### config.mk
export PLATFORM = sky130hd
export DESIGN_NAME = fetch_seq
export DESIGN_NICKNAME = d
export VERILOG_FILES = /design/src/rtl/fetch_seq_pkg.sv /design/src/rtl/fetch_seq_inc.sv /design/src/rtl/fetch_seq_mux.sv /design/src/rtl/fetch_seq.sv
export SDC_FILE = /design/constraint.sdc
export NUM_CORES = 1
export LEC_CHECK = 0
export ABC_CLOCK_PERIOD_IN_PS = 10700
export CORE_ASPECT_RATIO = 0.6
export CORE_MARGIN = 5
export CORE_UTILIZATION = 47
export CTS_CLUSTER_DIAMETER = 200
export DETAILED_ROUTE_END_ITERATION = 10
export GPL_TIMING_DRIVEN = 1
export PLACE_DENSITY = 0.82
export SLEW_MARGIN = 20
export SYNTH_ARGS = -nofsm -noshare
export SYNTH_HDL_FRONTEND = slang
export SYNTH_SLANG_ARGS = --single-unit
export TNS_END_PERCENT = 50
### constraint.sdc
create_clock -name clk -period 10.7 [get_ports clk]
set_clock_uncertainty 0.1 [all_clocks]
set_input_delay 1.07 -clock clk [delete_from_list [all_inputs] [get_ports clk]]
set_output_delay 1.07 -clock clk [all_outputs]
set_load 0.02 [all_outputs]
### src/rtl/fetch_seq_pkg.sv
// rtl/fetch_seq_pkg.sv - shared state encoding and widths for the fetch sequencer
//
// Purpose: single home for the sequencer state codes so decode and the
// memory model agree on them.
// Contents:
//   STATE_W          width of the state register (2 bits)
//   state_t          START=00, FETCH=01, HOLD=10 (code 11 is unused)
//   INSTR_W          instruction byte width
//   is_hold()        helper: state presents an instruction to decode

package fetch_seq_pkg;

    localparam int STATE_W = 2;
    localparam int INSTR_W = 8;

    typedef enum logic [STATE_W-1:0] {
        STATE_START = 2'b00,
        STATE_FETCH = 2'b01,
        STATE_HOLD  = 2'b10
    } state_t;

    function automatic logic is_hold(input state_t s);
        return (s == STATE_HOLD);
    endfunction

endpackage

### src/rtl/fetch_seq_inc.sv
// rtl/fetch_seq_inc.sv - wrapping ripple half-adder incrementer
//
// Purpose: y = a + 1 modulo 2^WIDTH, no carry out.
// Ports:
//   a_i  in  WIDTH  operand
//   y_o  out WIDTH  operand plus one, wrapping

module inc
    import fetch_seq_pkg::*;
#(
    parameter int WIDTH = 16
) (
    input  logic [WIDTH-1:0] a_i,
    output logic [WIDTH-1:0] y_o
);

    // carry[i] is the carry into bit i; the +1 enters as carry[0].
    logic [WIDTH-1:0] carry;

    assign carry[0] = 1'b1;

    for (genvar i = 0; i < WIDTH; i++) begin : g_bit
        assign y_o[i] = a_i[i] ^ carry[i];
        // The carry out of the top bit is dropped, which gives the wrap.
        if (i < WIDTH - 1) begin : g_carry
            assign carry[i+1] = a_i[i] & carry[i];
        end
    end

endmodule

### src/rtl/fetch_seq_mux.sv
// rtl/fetch_seq_mux.sv - two-input word multiplexer
//
// Purpose: out = sel ? in1 : in0.
// Ports:
//   sel_i  in  1      select, high picks in1_i
//   in0_i  in  WIDTH  input chosen when sel_i is low
//   in1_i  in  WIDTH  input chosen when sel_i is high
//   out_o  out WIDTH  selected word

module mux
    import fetch_seq_pkg::*;
#(
    parameter int WIDTH = 8
) (
    input  logic             sel_i,
    input  logic [WIDTH-1:0] in0_i,
    input  logic [WIDTH-1:0] in1_i,
    output logic [WIDTH-1:0] out_o
);

    assign out_o = sel_i ? in1_i : in0_i;

endmodule

### src/rtl/fetch_seq.sv
// rtl/fetch_seq.sv - instruction fetch sequencer between instruction memory and decode
//
// Purpose: holds the PC, issues byte fetches, presents each fetched byte to
// decode with a valid/ready handshake and applies jump redirects on accept.
// Ports:
//   clk          in  1   rising-edge clock
//   rst          in  1   asynchronous active-high reset
//   mem_req      out 1   fetch request (high in FETCH)
//   mem_addr     out AW  fetch address, always the PC
//   mem_ack      in  1   mem_rdata valid this cycle
//   mem_rdata    in  8   fetched byte
//   instr        out 8   latched instruction
//   instr_valid  out 1   instr is valid (high in HOLD)
//   instr_ready  in  1   decode accepts instr this cycle
//   jump         in  1   accepted instruction redirects the PC
//   jump_target  in  AW  redirect address, used only on accept

module fetch_seq
    import fetch_seq_pkg::*;
#(
    parameter int          AW        = 16,
    parameter logic [AW-1:0] RESET_VEC = '0
) (
    input  logic               clk,
    input  logic               rst,
    output logic               mem_req,
    output logic [AW-1:0]      mem_addr,
    input  logic               mem_ack,
    input  logic [INSTR_W-1:0] mem_rdata,
    output logic [INSTR_W-1:0] instr,
    output logic               instr_valid,
    input  logic               instr_ready,
    input  logic               jump,
    input  logic [AW-1:0]      jump_target
);

    state_t             state_q, state_d;
    logic [AW-1:0]      pc_q, pc_d;
    logic [INSTR_W-1:0] instr_q, instr_d;

    logic               req_c;
    logic               valid_c;
    logic               pc_load;
    logic               instr_load;
    logic               jump_sel;
    logic [AW-1:0]      pc_inc;
    logic [AW-1:0]      pc_new;

    // Next-state and control decode. The outputs req_c/valid_c depend on
    // state_q alone, so no input reaches an output combinationally.
    always_comb begin
        state_d    = state_q;
        req_c      = 1'b0;
        valid_c    = 1'b0;
        pc_load    = 1'b0;
        instr_load = 1'b0;
        case (state_q)
            STATE_START: begin
                state_d = STATE_FETCH;
            end
            STATE_FETCH: begin
                req_c = 1'b1;
                if (mem_ack) begin
                    instr_load = 1'b1;
                    pc_load    = 1'b1;
                    state_d    = STATE_HOLD;
                end
            end
            STATE_HOLD: begin
                valid_c = 1'b1;
                if (instr_ready) begin
                    state_d = STATE_FETCH;
                    // PC was already advanced at ack; only a jump reloads it.
                    pc_load = jump;
                end
            end
            default: begin
                // Unused code 11 behaves exactly like START.
                state_d = STATE_FETCH;
            end
        endcase
    end

    assign jump_sel = is_hold(state_q) & instr_ready & jump;

    inc #(.WIDTH(AW)) u_inc (
        .a_i (pc_q),
        .y_o (pc_inc)
    );

    mux #(.WIDTH(AW)) u_target_mux (
        .sel_i (jump_sel),
        .in0_i (pc_inc),
        .in1_i (jump_target),
        .out_o (pc_new)
    );

    mux #(.WIDTH(AW)) u_pc_mux (
        .sel_i (pc_load),
        .in0_i (pc_q),
        .in1_i (pc_new),
        .out_o (pc_d)
    );

    mux #(.WIDTH(INSTR_W)) u_instr_mux (
        .sel_i (instr_load),
        .in0_i (instr_q),
        .in1_i (mem_rdata),
        .out_o (instr_d)
    );

    always_ff @(posedge clk or posedge rst) begin
        if (rst) begin
            state_q <= STATE_START;
            pc_q    <= RESET_VEC;
            instr_q <= '0;
        end else begin
            state_q <= state_d;
            pc_q    <= pc_d;
            instr_q <= instr_d;
        end
    end

    assign mem_req     = req_c;
    assign mem_addr    = pc_q;
    assign instr       = instr_q;
    assign instr_valid = valid_c;

endmodule

# Word level (Yosys, flattened, before mapping)
# Index checks and enable logic that the tools add are counted.
# word_totals
inputBits	29
register_bits	26
word_cells	50
out_inout_bits	26
# op_classes
n_bitwise	32
reduce_logical	1
n_mux	10
eq_ne	4
# ops
cell	count
1-bit AND	16
16-bit 2-to-1 mux	1
1-bit XOR	15
1-bit 2-to-1 mux	5
2-bit 2-to-1 mux	2
2-bit != test, second input constant	2
2-bit case mux with 2 select lines	1
2-bit by 1-bit equality test with 1-bit output, second input constant	1
2-bit equality test, second input constant	1
1-bit case mux with 2 select lines	1
2-bit AND reduction	1
1-bit inverter	1

# Depth between registers and ports, before layout
# Gate-level depths: netlist of the first run.
# depth
ltp_word	16
depth_mapped	17
depth_no_buf	17

# By module
# Synthesis of the first run repeated with hierarchy kept, for this count alone.
# unflattened
cells_unflattened	104
hier_area_um2	1599.0
# modules_own_cells
mod	seq_area_each_um2	cells_per_inst	n_inst	area_each_um2
fetch_seq	650.6	43	1	782.0
mux (u_pc_mux ...)	0.0	18	2	249.0
inc	0.0	16	1	187.7
mux (u_instr_mux)	0.0	9	1	131.4

# Least setup slack after synthesis of the first run
# Ideal clock, no wire load.
# synth_path
path_type	register -> register
from	register pc_q[0], in the netlist mem_addr[0]
to	register pc_q[14], in the netlist mem_addr[14]
setup_slack_ns	6.983
arrival_ns	3.492
setup_time_ns	0.125
path_stages_with_launch	17
n_path_buf	0
required_time_ns	10.475
period_less_slack_ns	3.717
cell_sequence	dfrtp_1 ha_1 ha_1 ha_1 ha_1 ha_1 ha_1 ha_1 ha_1 ha_1 ha_1 ha_1 ha_1 ha_1 ha_1 mux2_2 mux2_2
# synth_between
elab_chain_len	15
# synth_lines
element	line	text
from (decl)	fetch_seq.sv:38	logic [AW-1:0] pc_q, pc_d;
from (signal assigned)	fetch_seq.sv:119	pc_q <= pc_d;
1-bit AND (13 in a row)	fetch_seq_inc.sv:26	assign carry[i+1] = a_i[i] & carry[i];
1-bit XOR	fetch_seq_inc.sv:23	assign y_o[i] = a_i[i] ^ carry[i];
16-bit 2-to-1 mux	fetch_seq_mux.sv:21	assign out_o = sel_i ? in1_i : in0_i;
# No other way between the ends.
# A chain may end at the register's enable or synchronous reset.

# Final worst setup path of the first run
# Same ends and word-level chain as after synthesis.

==> results.toml, run 1 <==
[logic_synthesis]
async_reset_ff_share_pct = 100.0
synth_cells = 100
ys_warn_count = 0
synth_area_um2 = 1479
yosysUniqueCellTypes = 15
syn_nets = 145
ys.flop_type = "dfrtp_1"
synth_area_leader_cell = "dfrtp_1"
synth_top_cell_area_share_pct = 43.99
ys_ff_latch = 26
yosysSeqAreaShare_pct = 43.99
ys_top_cells_by_area = "dfrtp_1, mux2_2, mux2_4"
synth_enable_flop_cells = 0
yosysMostFrequentCell = "dfrtp_1"
syn_area_per_cell_um2 = 14.79
synth_commonest_cells = "dfrtp_1, mux2_2, ha_1"

[setup_path]
ff2ff_path_depth = 16
cp.required_ns = 10.76
endpoint_kind = "register"
reg2reg_setup_slack_ns = 6.97
crit_arrival_ns = 3.79
r2r_start = "mem_addr[0]$_DFFE_PP0P_"
critical_path_class = "reg -> reg"
path_max_fanout = 4
cp-endpoint = "mem_addr[14]$_DFFE_PP0P_"
startpoint_type = "register"
cp-startpoint = "mem_addr[0]$_DFFE_PP0P_"
reg2reg_to = "mem_addr[14]$_DFFE_PP0P_"

[global_routing]
grt_antenna_before_repair = 0
grt-ovfl-total = 0
grtUsageTotal_pct = 16.24
grt_max_degree = 27
grt_pass1_wl_um = 5140
grt_pass1_vias = 1042

[clocking]
cts_root_buf = "clkbuf_8"
cts_hold_buf = 0
cts_inserted_buffers = 3
htree_num_levels = 1
ctsResizeCount = 0
cts_tree = "done"
post_cts_buffers = 0
cts.sinks = 26
clk_pin_slew_ns = 0.09
insertion_delay_ns = 0.27
cts_max_path_buffers = 2

[power_and_ir_drop]
power.density_nw_per_um2 = 250.6
leakage_uw = 0.0009844
peakVddDrop_mv = 0.1434

[die]
die_height_um = 53.45
rows = 15
die-area_um2 = 4405
die_w_um = 82.42
start_util_pct = 50.19
core_um2 = 2947
pin_count = 55

[timing]
finalSetupTns_ns = 0
max_slew_margin_pct = 36.88
setup_viol = 0
fin_hold_ws_ns = 0.4145
maxSlewViolCount = 0
rsz0062_at_grt = "false"
period_needed_ns = 3.725
finalHoldViolCount = 0
fmax_mhz = 268.4
tightestPinTransition_ns = 0.9410
min_period_over_period_pct = 34.82

[placement]
routabilityCongestion = 0.7477
dp_hpwl_um = 2598
port_buffers = 54
dpl_cell_area_um2 = 2049

[worst_hold_path]
hold_path_class = "reg -> reg"

[layout]
nets = 202
final_area_um2 = 2091
area_growth_pct = 41.37
n_antenna_cell = 0
drive_gt1_share_pct = 28.39

[route]
routed_wl_um = 3264
vias_per_cell = 4.949
ant_nets = 0
drcViolationCount = 0
drt_iter0_markers = 23
wl_per_cell_um = 16.57
via_count = 975
first_pass_iters = 4

[outcome]
status = "finished clean"

[flow_run]
maxCapViolCount = 0
-- registers in the layout (all words and copies together), names as in the netlist --
register and flops:
mem_addr 16, state_q 2, instr 8
-- per-layer routing --
metal  GRT usage [%]  wire length [um]  vias up
met5               0                 0        -
met4           6.630                40        0
met3           4.762               234        4
met2           26.20              1487       29
met1           20.31              1502      467
li1                -                 -      475
-- area by class of cell --
class                      count  area, um2
tap                           42      52.55
inverter                       5      18.77
multi-input combinational     67      787.0
timing repair buffer          54      540.5
sequential                    26      650.6
clock buffer                   3      41.29
fill                         225      855.8
-- cells by family after synthesis --
kind of cell	Yosys count	synth area share, %
flops	26	43.99
fa+ha+maj	16	13.54
mux	38	32.49
buf+inv	7	2.792
simple gates	5	3.046
compound gates	8	4.146
-- critical path, stage by stage (launching register included) --
cell     delay [ns]
dfrtp_1        0.42
ha_1           0.22
ha_1           0.18
ha_1           0.17
ha_1           0.17
ha_1           0.18
ha_1           0.18
ha_1           0.17
ha_1           0.18
ha_1           0.18
ha_1           0.18
ha_1           0.17
ha_1           0.18
ha_1           0.18
ha_1           0.26
mux2_2         0.25
mux2_2         0.26
-- power by group --
group	switching [uW]	total, uW	internal [uW]
clock network	29.3	54.5	25.2
logic	134	301	167
registers	29.4	169	139
-- metrics by stage --
stage	utilization (%)	worst slack [ns]	total power, uW	cells
2_1_floorplan	-	6.983	353.6	100
5_1_grt	70.96	6.773	559.3	197
3_3_place_gp	69.55	7.008	464.8	194
6_report	70.96	6.975	523.9	197
3_5_place_dp	69.55	6.975	474.5	194
4_1_cts	70.96	6.957	530.8	197
-- layout by cell type, fill, tap and decap left out, types with 2 or more instances in the layout --
| cell type | count |
|---|---|
| dfrtp_1 | 26 |
| clkdlybuf4s50_1 | 54 |
| ha_1 | 16 |
| o22a_1 | 2 |
| mux2_2 | 24 |
| clkbuf_8 | 3 |
| inv_1 | 4 |
| a21oi_1 | 3 |
| mux2_4 | 14 |
| nand3_1 | 2 |
-- how the worst min path moves through the flow --
stage,slack [ns],depth (start not counted),end,from
2_1_floorplan,0.38,1,state_q[0]$_DFFE_PP0P_,state_q[0]$_DFFE_PP0P_
3_3_place_gp,0.39,1,instr[2]$_DFFE_PP0P_,instr[2]$_DFFE_PP0P_
3_5_place_dp,0.40,1,instr[7]$_DFFE_PP0P_,instr[7]$_DFFE_PP0P_
4_1_cts,0.42,1,instr[4]$_DFFE_PP0P_,instr[4]$_DFFE_PP0P_
5_1_grt,0.44,1,instr[1]$_DFFE_PP0P_,instr[1]$_DFFE_PP0P_
6_report,0.41,1,instr[1]$_DFFE_PP0P_,instr[1]$_DFFE_PP0P_
Power figures use the tool's default switching activity.
==> run 2: changes to the inputs <==
Settings changed: ABC_CLOCK_PERIOD_IN_PS 10700 to 3700, CORE_UTILIZATION 47 to 44, PLACE_DENSITY 0.82 to 0.78.
Clock period 10.7 ns to 3.7 ns, I/O delays scaled along.
==> run 2 against run 1 <==
Fmax grew 4.5%. Register-to-register slack lost 6.8 ns. Global-route usage shrank 2.0 points. Combinational power grew to 3.0 times the previous value. Largest power group unchanged. Critical path depth is the same. Worst setup slack lost 6.8 ns. Die area grew 5.8%. Non-clock buffer count grew 2. Sequential power grew to 2.9 times the previous value.
==> results.toml, run 2 (same netlist as run 1, synthesis figures left out) <==
[outcome]
status = "finished clean"

[setup_path]
endpoint_kind = "register"
max_stage_delay_ns = 0.43
cp.required_ns = 3.76
cp-endpoint = "mem_addr[14]$_DFFE_PP0P_"
crit_arrival_ns = 3.63
critical_path_class = "reg -> reg"
reg2reg_to = "mem_addr[14]$_DFFE_PP0P_"
reg2reg_setup_slack_ns = 0.13
crit_chain = "ha_4 -> ha_1 -> ha_2 -> ha_2 -> ha_2 -> ha_2 -> ha_2 -> ha_2 -> ha_1 -> ha_1 -> ha_2 -> ha_1 -> ha_2 -> ha_1 -> mux2_2 -> mux2_2"
path_max_fanout = 2
r2r_start = "mem_addr[0]$_DFFE_PP0P_"
path_common_cell = "ha_2"
cp-startpoint = "mem_addr[0]$_DFFE_PP0P_"
ff2ff_path_depth = 16
startpoint_type = "register"
cp_slowest_cell = "dfrtp_2"

[clocking]
cts_tree = "done"
insertion_delay_ns = 0.27
cts_hold_buf = 0
post_cts_buffers = 0
cts_root_buf = "clkbuf_8"
cts_inserted_buffers = 3
cts.sinks = 26
cts_max_path_buffers = 2
htree_num_levels = 1
clk_pin_slew_ns = 0.09

[layout]
final_area_um2 = 2157
drive_gt1_share_pct = 36.71
largest_reg_flops = 16
final_util_pct = 66.51
n_antenna_cell = 0
nets = 204
final_common_cell = "clkdlybuf4s50_1"
final_cell_mix = "clkdlybuf4s50_1, dfrtp_1, mux2_2, mux2_4, ha_2"
area_growth_pct = 45.85

[global_routing]
grt-ovfl-total = 0
grt_pass1_vias = 1043
grt_pass1_wl_um = 5119
grtUsageTotal_pct = 14.25
grt_antenna_before_repair = 0
grt_max_degree = 27

[power_and_ir_drop]
peakVddDrop_mv = 0.3635
leakage_uw = 0.0009802
totalPowerFinal_uw = 1560
power.density_nw_per_um2 = 723.2

[placement]
dp_hpwl_um = 2424
port_buffers = 54
routabilityCongestion = 0.7243
dpl_cell_area_um2 = 2069

[route]
drcViolationCount = 0
routed_wl_um = 3082
via_count = 990
first_pass_iters = 3
drt_iter0_markers = 18
vias_per_cell = 4.877
wl_per_cell_um = 15.18
ant_nets = 0

[timing]
finalHoldViolCount = 0
tightestPinTransition_ns = 0.6199
fmax_mhz = 280.5
setup_viol = 0
rsz0062_at_grt = "false"
max_slew_margin_pct = 58.58
min_period_over_period_pct = 96.36
maxSlewViolCount = 0
period_needed_ns = 3.565

[die]
rows = 16
pin_count = 55
die_height_um = 54.91
die-area_um2 = 4659
core_um2 = 3243
die_w_um = 84.85
start_util_pct = 45.60

[worst_hold_path]
hold_path_class = "in -> async"

[flow_run]
maxCapViolCount = 0
==> run 2: changes by cell type in the layout (fill, tap and decap cells not counted), sizes merged <==
cell	before	now
clkinv	1	0
inv	4	5
clkbuf	3	4
buf	0	2
==> run 2: through the flow <==
step	setup TNS (ns)	hold slack [ns]	setup WS [ns]	std cells
after floorplan	0	0.3099	0.01363	100
after detailed placement	-0.02830	0.3943	-0.02830	199
after global routing	0	0.4206	0.009361	203
after CTS	0	0.4139	0.01260	203
final	0	0.3683	0.1348	203
after global placement	0	0.3891	0.01962	199
==> run 2: per-layer routing <==
metal | global-route usage (%) | vias to the layer above | wire (um)
li1 | - | 479 | -
met1 | 18.37 | 486 | 1394
met2 | 24.68 | 23 | 1522
met3 | 3.846 | 2 | 138
met4 | 3.158 | 0 | 27
met5 | 0 | - | 0
==> run 2: worst max-delay path: cells and delay by family, from the launching register on <==
kind / cells / cell delay [ns]
mux: 2 / 0.50
flops: 1 / 0.43
fa+ha+maj: 14 / 2.40
==> run 2: layout make-up <==
cell class / instances / area [um2]
well taps: 45 / 56.30
multi-input cells: 67 / 819.5
inverters: 5 / 18.77
repair buffers: 56 / 555.5
flip-flops and latches: 26 / 651.9
clock buffers: 4 / 55.05
fillers: 245 / 1086
==> run 2: timing repair <==
item,CTS,global route
pin swaps,1,1
gates resized for setup,4,6
setup endpoints to repair,1,1
==> run 2: how the worst min path moves through the flow <==
stage                           startpoint                       to  slack, ns  cells past startpoint
floorplan                              rst     instr[0]$_DFFE_PP0P_       0.31                      1
global placement    state_q[0]$_DFFE_PP0P_   state_q[0]$_DFFE_PP0P_       0.39                      1
detailed placement    instr[4]$_DFFE_PP0P_     instr[4]$_DFFE_PP0P_       0.39                      1
CTS                   instr[1]$_DFFE_PP0P_     instr[1]$_DFFE_PP0P_       0.41                      1
global route                           rst  mem_addr[1]$_DFFE_PP0P_       0.42                      2
finish                                 rst  mem_addr[1]$_DFFE_PP0P_       0.37                      2
==> run 2: report_power, final <==
group          leakage [uW]  internal, uW  switching (uW)
Combinational      0.000626           503             386
Sequential         0.000325           404            86.1
Clock             0.0000288          95.0            86.2
==> run 3: changes to the inputs <==
Settings changed: CORE_MARGIN 5 to default, CORE_UTILIZATION 44 to 40, CTS_CLUSTER_SIZE from default to 25, PLACE_DENSITY 0.78 to 0.71.
==> run 3 against run 2 <==
First-iteration DRC count shrank 11%. Non-clock buffer count is the same. Global-route usage increased by 2.7 points. Via count increased by 0.30%. Core utilization shrank 1.8 points. Power increased by 3.6%. Critical endpoint unchanged.
==> results.toml, run 3 (same netlist as run 1, synthesis figures left out) <==
[outcome]
status = "finished clean"

[power_and_ir_drop]
totalPowerFinal_uw = 1616
peakVddDrop_mv = 0.3989
power.density_nw_per_um2 = 737.6
switching_power_uw = 564.5
swShare_pct = 34.93
power.share.sequential_pct = 30.2
power.combinational.fraction_pct = 55.3
p_int_uw = 1052
clkPwrFrac_pct = 14.4
leakage_uw = 0.0009865

[route]
first_pass_iters = 4
drcViolationCount = 0
wl_per_cell_um = 15.48
via_count = 993
drt_iter0_markers = 16
vias_per_cell = 4.892
ant_nets = 0
routed_wl_um = 3143

[layout]
nets = 204
nFillCells = 249
n_antenna_cell = 0
final_area_um2 = 2191
drive_gt1_share_pct = 35.44
final_cell_mix = "clkdlybuf4s50_1, dfrtp_1, mux2_2, mux2_4, ha_1"
area_growth_pct = 48.14
largest_reg_flops = 16
final_common_cell = "clkdlybuf4s50_1"

[global_routing]
grt-ovfl-total = 0
grt_pass1_wl_um = 5085
grt_max_degree = 27
grt_antenna_before_repair = 0
grt_pass1_vias = 1123
grtUsageTotal_pct = 17.00

[clocking]
cts_tree = "done"
cts.sinks = 26
cts_root_buf = "clkbuf_8"
clk_pin_slew_ns = 0.10
insertion_delay_ns = 0.27
post_cts_buffers = 0
cts_max_path_buffers = 2
cts_hold_buf = 0
cts_inserted_buffers = 3
htree_num_levels = 1

[timing]
fmax_mhz = 279.4
setup_viol = 0
min_period_over_period_pct = 96.74
finalSetupTns_ns = 0
tightestPinTransition_ns = 0.9343
period_needed_ns = 3.580
maxSlewViolCount = 0
max_slew_margin_pct = 37.33
finalHoldViolCount = 0

[setup_path]
crit_arrival_ns = 3.65
ff2ff_path_depth = 16
reg2reg_to = "mem_addr[14]$_DFFE_PP0P_"
cp-startpoint = "mem_addr[0]$_DFFE_PP0P_"
reg2reg_setup_slack_ns = 0.12
r2r_start = "mem_addr[0]$_DFFE_PP0P_"
endpoint_kind = "register"
startpoint_type = "register"
path_max_fanout = 2
cp.required_ns = 3.77
critical_path_class = "reg -> reg"

[die]
start_util_pct = 43.71
die_height_um = 49.10
core_um2 = 3383
die_w_um = 80.50
pin_count = 55
rows = 16
die-area_um2 = 3953

[flow_run]
maxCapViolCount = 0

[placement]
dp_hpwl_um = 2306
dpl_cell_area_um2 = 2069
port_buffers = 54
routabilityCongestion = 0.6953

[worst_hold_path]
hold_path_class = "in -> async"
==> run 3: changes by cell type in the layout (fill, tap and decap cells not counted), sizes merged <==
cell,change
bufinv,+1
clkbuf,-1
clkinv,+1
inv,-1
==> run 3: cell type report <==
type | instances | area [um2] | share of cell area [%]
tap | 45 | 56.30 | 2.570
clock buffer | 3 | 41.29 | 1.885
clock inverter | 1 | 30.03 | 1.371
timing repair buffer | 56 | 555.5 | 25.36
multi-input combinational | 67 | 837.1 | 38.21
sequential | 26 | 651.9 | 29.75
inverter | 5 | 18.77 | 0.8567
==> run 3: per-stage QoR <==
step	utilization [%]	hold WS (ns)	setup slack, ns	std cells
3_5_place_dp	61.17	0.3926	-0.06771	199
2_1_floorplan	-	0.3099	0.01363	100
3_3_place_gp	61.17	0.3877	0.01824	199
6_report	64.76	0.3845	0.1204	203
5_1_grt	64.76	0.4311	-0.003280	203
4_1_cts	63.50	0.4145	0.002557	203
==> run 3: power groups by stage <==
stage               registers, uW  clock network (uW)  logic, uW
floorplan                     614                   0        410
finish                        488                 233        894
global route                  506                 258        963
CTS                           484                 242        901
global placement              482                   0        872
detailed placement            489                   0        895
==> run 3: worst max-delay path: stages, from the launching register on <==
cell	delay [ns]
dfrtp_2	0.41
ha_2	0.18
ha_1	0.18
ha_2	0.17
ha_2	0.16
ha_1	0.18
ha_1	0.18
ha_1	0.18
ha_1	0.18
ha_2	0.17
ha_1	0.18
ha_2	0.18
ha_4	0.16
ha_4	0.16
ha_4	0.22
mux2_2	0.25
mux2_2	0.26
==> run 3: worst max path at each step <==
stage                                          end  slack, ns  cells past startpoint
after floorplan           mem_addr[14]$_DFFE_PP0P_       0.01                     16
after global placement    mem_addr[14]$_DFFE_PP0P_       0.02                     16
after detailed placement  mem_addr[14]$_DFFE_PP0P_      -0.07                     16
after CTS                 mem_addr[14]$_DFFE_PP0P_      0.003                     16
after global routing      mem_addr[14]$_DFFE_PP0P_     -0.003                     16
final                     mem_addr[14]$_DFFE_PP0P_       0.12                     16
==> run 3: timing repair <==
item	CTS	global route
pin swaps	0	1
endpoints found under the setup margin	1	1
resized for setup	3	7
==> run 3: metal layers <==
| metal | wire [um] | part of all wire, % | up-vias | track usage (%) |
|---|---|---|---|---|
| li1 | - | - | 480 | - |
| met4 | 16 | 0.51 | 0 | 2.381 |
| met2 | 1579 | 50 | 24 | 29.52 |
| met5 | 0 | 0 | - | 0 |
| met1 | 1409 | 45 | 484 | 21.07 |
| met3 | 138 | 4.4 | 5 | 5.421 |
==> variant 1, RTL diff (settings of run 3) <==
Make the reset (`rst`) synchronous in one clocked block. Comments in the files are not updated.
--- a/src/rtl/fetch_seq.sv
+++ b/src/rtl/fetch_seq.sv
@@ -110,5 +110,5 @@
     );
 
-    always_ff @(posedge clk or posedge rst) begin
+    always_ff @(posedge clk) begin
         if (rst) begin
             state_q <= STATE_START;
Function: differs if rst is asserted again (counterexample within 4 cycles, from zero or initial values and one cycle with rst high); with rst held inactive, the same outputs for 10 cycles.
==> variant 1 against run 3 <==
  * Setup slack improved by 0.13 ns
  * Wire length up 17%
  * Critical endpoint is now mem_addr[15]
  * Sequential cell count stayed put
  * Synthesized cell count rose by 61%
  * Non-clock buffer count fell by 2
  * Final area fell by 9.7%
  * Synthesized area is 4.2% lower
Power is not compared: it rests on default switching activity, and its combinational part moved more than twofold at a synthesized area within 25%.
==> variant 1: results (changes against run 3) <==
| Metric | Value |
|---|---|
| Outcome | `finished clean` |
| Fill cells | `306 (+23%)` |
| Ranking of synthesized cells by area | `dfxtp_1 37%, ha_1 14%, nand2_1 12%` |
| # resized after CTS | `0 (-3)` |
| Hold crit path type | `reg2reg` |
| Largest net degree at the start of global routing | `18 (-33%)` |
| Dpl cell area | `1940 um2 (-6.3%)` |
| Register area | `520 um2 (-20%)` |
| WL final | `3.66 mm (+17%)` |
| Placer Congestion | `0.730 (+5.0%)` |
| Sequential area share after synthesis | `36.7% (-7.2 points)` |
| Tot Pwr | `630 uW` |
| Post-DP HPWL | `2.71 mm (+18%)` |
| CP arrival | `3.51 ns (-0.14 ns)` |
| Post-synth top cells | `46 x nand2_1, 26 x dfxtp_1, 16 x ha_1` |
| Main synth FF type | `dfxtp_1` |
| Synthesized Nets | `206 (+42%)` |
| Placed Cells | `249 (+25%)` |
| Vias in the first global route | `1130 (+0.62%)` |
| Maximum fanout along the worst path | `4 (+2)` |
| CP Launch Point | `mem_addr[0]` |
| Drt wl/cell | `14.5 um (-6.1%)` |
| Ys async rst share | `0% (-100 points)` |
| WHS | `0.359 ns (-0.0258 ns)` |
| First-pass GRT wire length | `5.49 mm (+7.9%)` |
| Netlist cell types | `28 (+13)` |
| Initial DRC count | `82 (+66)` |
| Rel. slew slack | `43.9% (+6.6 points)` |
| Fin worst setup slack | `0.247 ns (+0.127 ns)` |
| Mapped Cells | `161 (+61%)` |
| Total GRT Usage | `19.2% (+2.2 points)` |
-- variant 1: cell types whose count changed in the layout (fill, tap and decap cells not counted), sizes merged, moves of 2 or more --
| cell | run 3 | this run |
|---|---|---|
| nor2b | 0 | 2 |
| dfxtp | 0 | 26 |
| nor2 | 0 | 2 |
| a31oi | 0 | 14 |
| o31ai | 0 | 15 |
| dfrtp | 26 | 0 |
| mux2 | 38 | 0 |
| nand2 | 1 | 46 |
| a21oi | 4 | 11 |
| buf | 2 | 0 |
| and3 | 0 | 2 |
| o22a | 2 | 0 |
-- variant 1: cell type report --
class,count,area share [%]
multi-input combinational,120,40.7
timing repair buffer,54,27.3
sequential,26,26.3
tap,45,2.84
clock buffer,3,2.09
inverter,4,0.759
-- variant 1: cells by family after synthesis --
logic type	share of synthesized area [%]
flops	36.7
fa+ha+maj	14.1
mux	0.707
simple gates	18.2
compound gates	23.9
buf+inv	6.36
-- variant 1: worst paths after layout --
path / cells past startpoint / endpoint
hold / removal: 2 / instr[4]
setup / recovery: 17 / mem_addr[15]
setup reg to reg: 17 / mem_addr[15]
hold reg to reg: 2 / instr[4]
-- variant 1: critical path: stages (launching register included) --
cell	delay, ns
dfxtp_1	0.35
ha_1	0.20
ha_1	0.18
ha_1	0.17
ha_1	0.17
ha_1	0.17
ha_1	0.17
ha_1	0.18
ha_1	0.18
ha_1	0.18
ha_1	0.18
ha_1	0.18
ha_1	0.18
ha_1	0.18
ha_1	0.19
nor2b_1	0.14
mux2i_1	0.15
o32ai_1	0.09
-- variant 1: layer usage --
metal | part of all wire, % | track usage (%) | up-vias
met4 | 0.71 | 3.27 | 0
li1 | - | - | 667
met1 | 50 | 26.4 | 623
met2 | 45 | 31.8 | 28
met5 | 0 | 0 | -
met3 | 4.5 | 4.86 | 5
==> variant 2, RTL diff (flow settings as in run 3) <==
Made on the original files. `AW`: 16 -> 17.
--- a/src/rtl/fetch_seq.sv
+++ b/src/rtl/fetch_seq.sv
@@ -19,5 +19,5 @@
     import fetch_seq_pkg::*;
 #(
-    parameter int          AW        = 16,
+    parameter int          AW        = 17,
     parameter logic [AW-1:0] RESET_VEC = '0
 ) (
Interface: changed (resized jump_target and mem_addr); port bits go from 55 to 57. No check against the original RTL was run, so the function may have changed too.
==> variant 2 against run 3 <==
  * Die area up 3.9%
  * Wire length grew 9.5%
  * Maximum frequency down 1.1%
  * Setup slack got worse by 0.042 ns
  * Total power rose by 1.8%
  * Final area up 7.0%
  * Synthesized area increased by 4.1%
  * Sequential cell count grew 1
  * Critical endpoint is now mem_addr[15]
  * Largest cell class unchanged
==> variant 2: results (changes against run 3) <==
| Metric | Value |
|---|---|
| Outcome | `finished clean` |
| Netlist cell types | `15 (unchanged)` |
| CP arrival | `3.69 ns (+0.04 ns)` |
| Mapped Cells | `104 (+4.0%)` |
| Ys async rst share | `100% (unchanged)` |
| Synth Area in Adders | `13.8% (+0.28 points)` |
| Post-DP HPWL | `2.55 mm (+11%)` |
| Vias in the first global route | `1105 (-1.6%)` |
| First-pass GRT wire length | `5.58 mm (+9.8%)` |
| Initial DRC count | `31 (+15)` |
| Post-synth top cells | `27 x dfrtp_1, 26 x mux2_2, 17 x ha_1` |
| Xor/xnor share of the synthesized area | `0% (unchanged)` |
| Sequential area share after synthesis | `43.9% (-0.091 points)` |
| WL final | `3.44 mm (+9.5%)` |
| Leakage Power | `0.00101 uW (+2.0%)` |
| Max reg flops | `17 (+1)` |
| Drt wl/cell | `16.3 um (+5.3%)` |
| Max incr delay on CP | `0.44 ns (+0.03 ns)` |
| Largest net degree at the start of global routing | `28 (+3.7%)` |
| Total GRT Usage | `18.8% (+1.8 points)` |
| Synthesized Nets | `151 (+4.1%)` |
| Post-synthesis mux area share | `32.7% (+0.20 points)` |
| Fill cells | `294 (+18%)` |
| # nets final | `212 (+3.9%)` |
| Routed vias/inst | `5.02 (+2.6%)` |
| P_int | `1030 uW (-1.9%)` |
| Ranking of synthesized cells by area | `dfrtp_1 44%, mux2_2 19%, ha_1 14%` |
| Rel. slew slack | `57.0% (+20 points)` |
| IR drop worst, VDD | `511 uV (+28%)` |
| Hold crit path type | `in2async` |
| Share of post-route cells with drive strength above 1 | `39.6% (+4.2 points)` |
| Post-synthesis compound-gate area fraction | `3.98% (-0.16 points)` |
| Main synth FF type | `dfrtp_1` |
| PortBufs | `56 (+3.7%)` |
| Pre-CTS setup slack | `-0.0454 ns (+0.0223 ns)` |
| Placer Congestion | `0.705 (+1.5%)` |
## variant 2: cell count changes in the layout (fill, tap and decap cells not counted)
| cell | delta |
|---|---|
| clkbuf_1 | +1 |
| mux2_2 | +2 |
| clkinv_1 | -1 |
| ha_2 | -2 |
| bufinv_16 | -1 |
| ha_4 | +8 |
| clkdlybuf4s50_1 | +2 |
| inv_2 | +1 |
| dfrtp_2 | +1 |
| ha_1 | -5 |
## variant 2: logic make-up (layout without fill, tap and decap cells)
| kind of cell | Yosys count | after routing |
|---|---|---|
| mux | 40 | 40 |
| buf+inv | 7 | 67 |
| simple gates | 5 | 5 |
| flops | 27 | 27 |
| compound gates | 8 | 8 |
| fa+ha+maj | 17 | 17 |
## variant 2: path summary, 6_finish.rpt
kind,to,slack (ns),cells past startpoint
setup / recovery,mem_addr[15],0.08,17
hold / removal,instr[4],0.39,2
setup reg to reg,mem_addr[15],0.08,17
hold reg to reg,instr[1],0.41,1
max in group asynchronous,mem_addr[0],2.69,2
min in group clk,instr[1],0.41,1
## variant 2: layout make-up
type	instances	area, um2	share of cell area, %
Clock buffer	4	45.0	1.92
Inverter	5	18.8	0.801
Multi-Input combinational cell	70	967	41.3
Sequential cell	27	678	28.9
Tap cell	47	58.8	2.51
Timing Repair Buffer	58	576	24.6
## variant 2: power groups by stage
stage / Sequential (uW) / Combinational (uW) / Clock [uW]
after global placement: 501 / 895 / 0
after global routing: 543 / 1020 / 193
after CTS: 513 / 945 / 175
after detailed placement: 510 / 924 / 0
after floorplan: 637 / 421 / 0
final: 525 / 949 / 171
## variant 2: timing repair
item | CTS | global route
pin swaps | 0 | 1
resized for setup | 5 | 9
hold endpoints to repair | 0 | 0
endpoints found under the setup margin | 1 | 1
## variant 2: per-layer routing
metal	GRT usage (%)	vias to the layer above	wire, um
met5	0	-	0
met4	2.63	0	33
met3	6.48	4	220
met2	29.8	35	1610
met1	25.1	521	1580
li1	-	499	-
## variant 2: critical path, delay by kind of cell, from the launching register on
family / cells / cell delay (ns)
adders and majority gates: 15 / 2.45
DFF: 1 / 0.44
muxes: 2 / 0.51
## variant 2: through the flow
step	setup TNS (ns)	total power (uW)	util [%]	area, um2
after floorplan	0	1060	-	1570
after global placement	0	1400	59.3	2180
after detailed placement	-0.0454	1430	59.3	2180
after CTS	0	1630	61.2	2250
after global routing	-0.0211	1760	63.7	2340
final	0	1640	63.7	2340
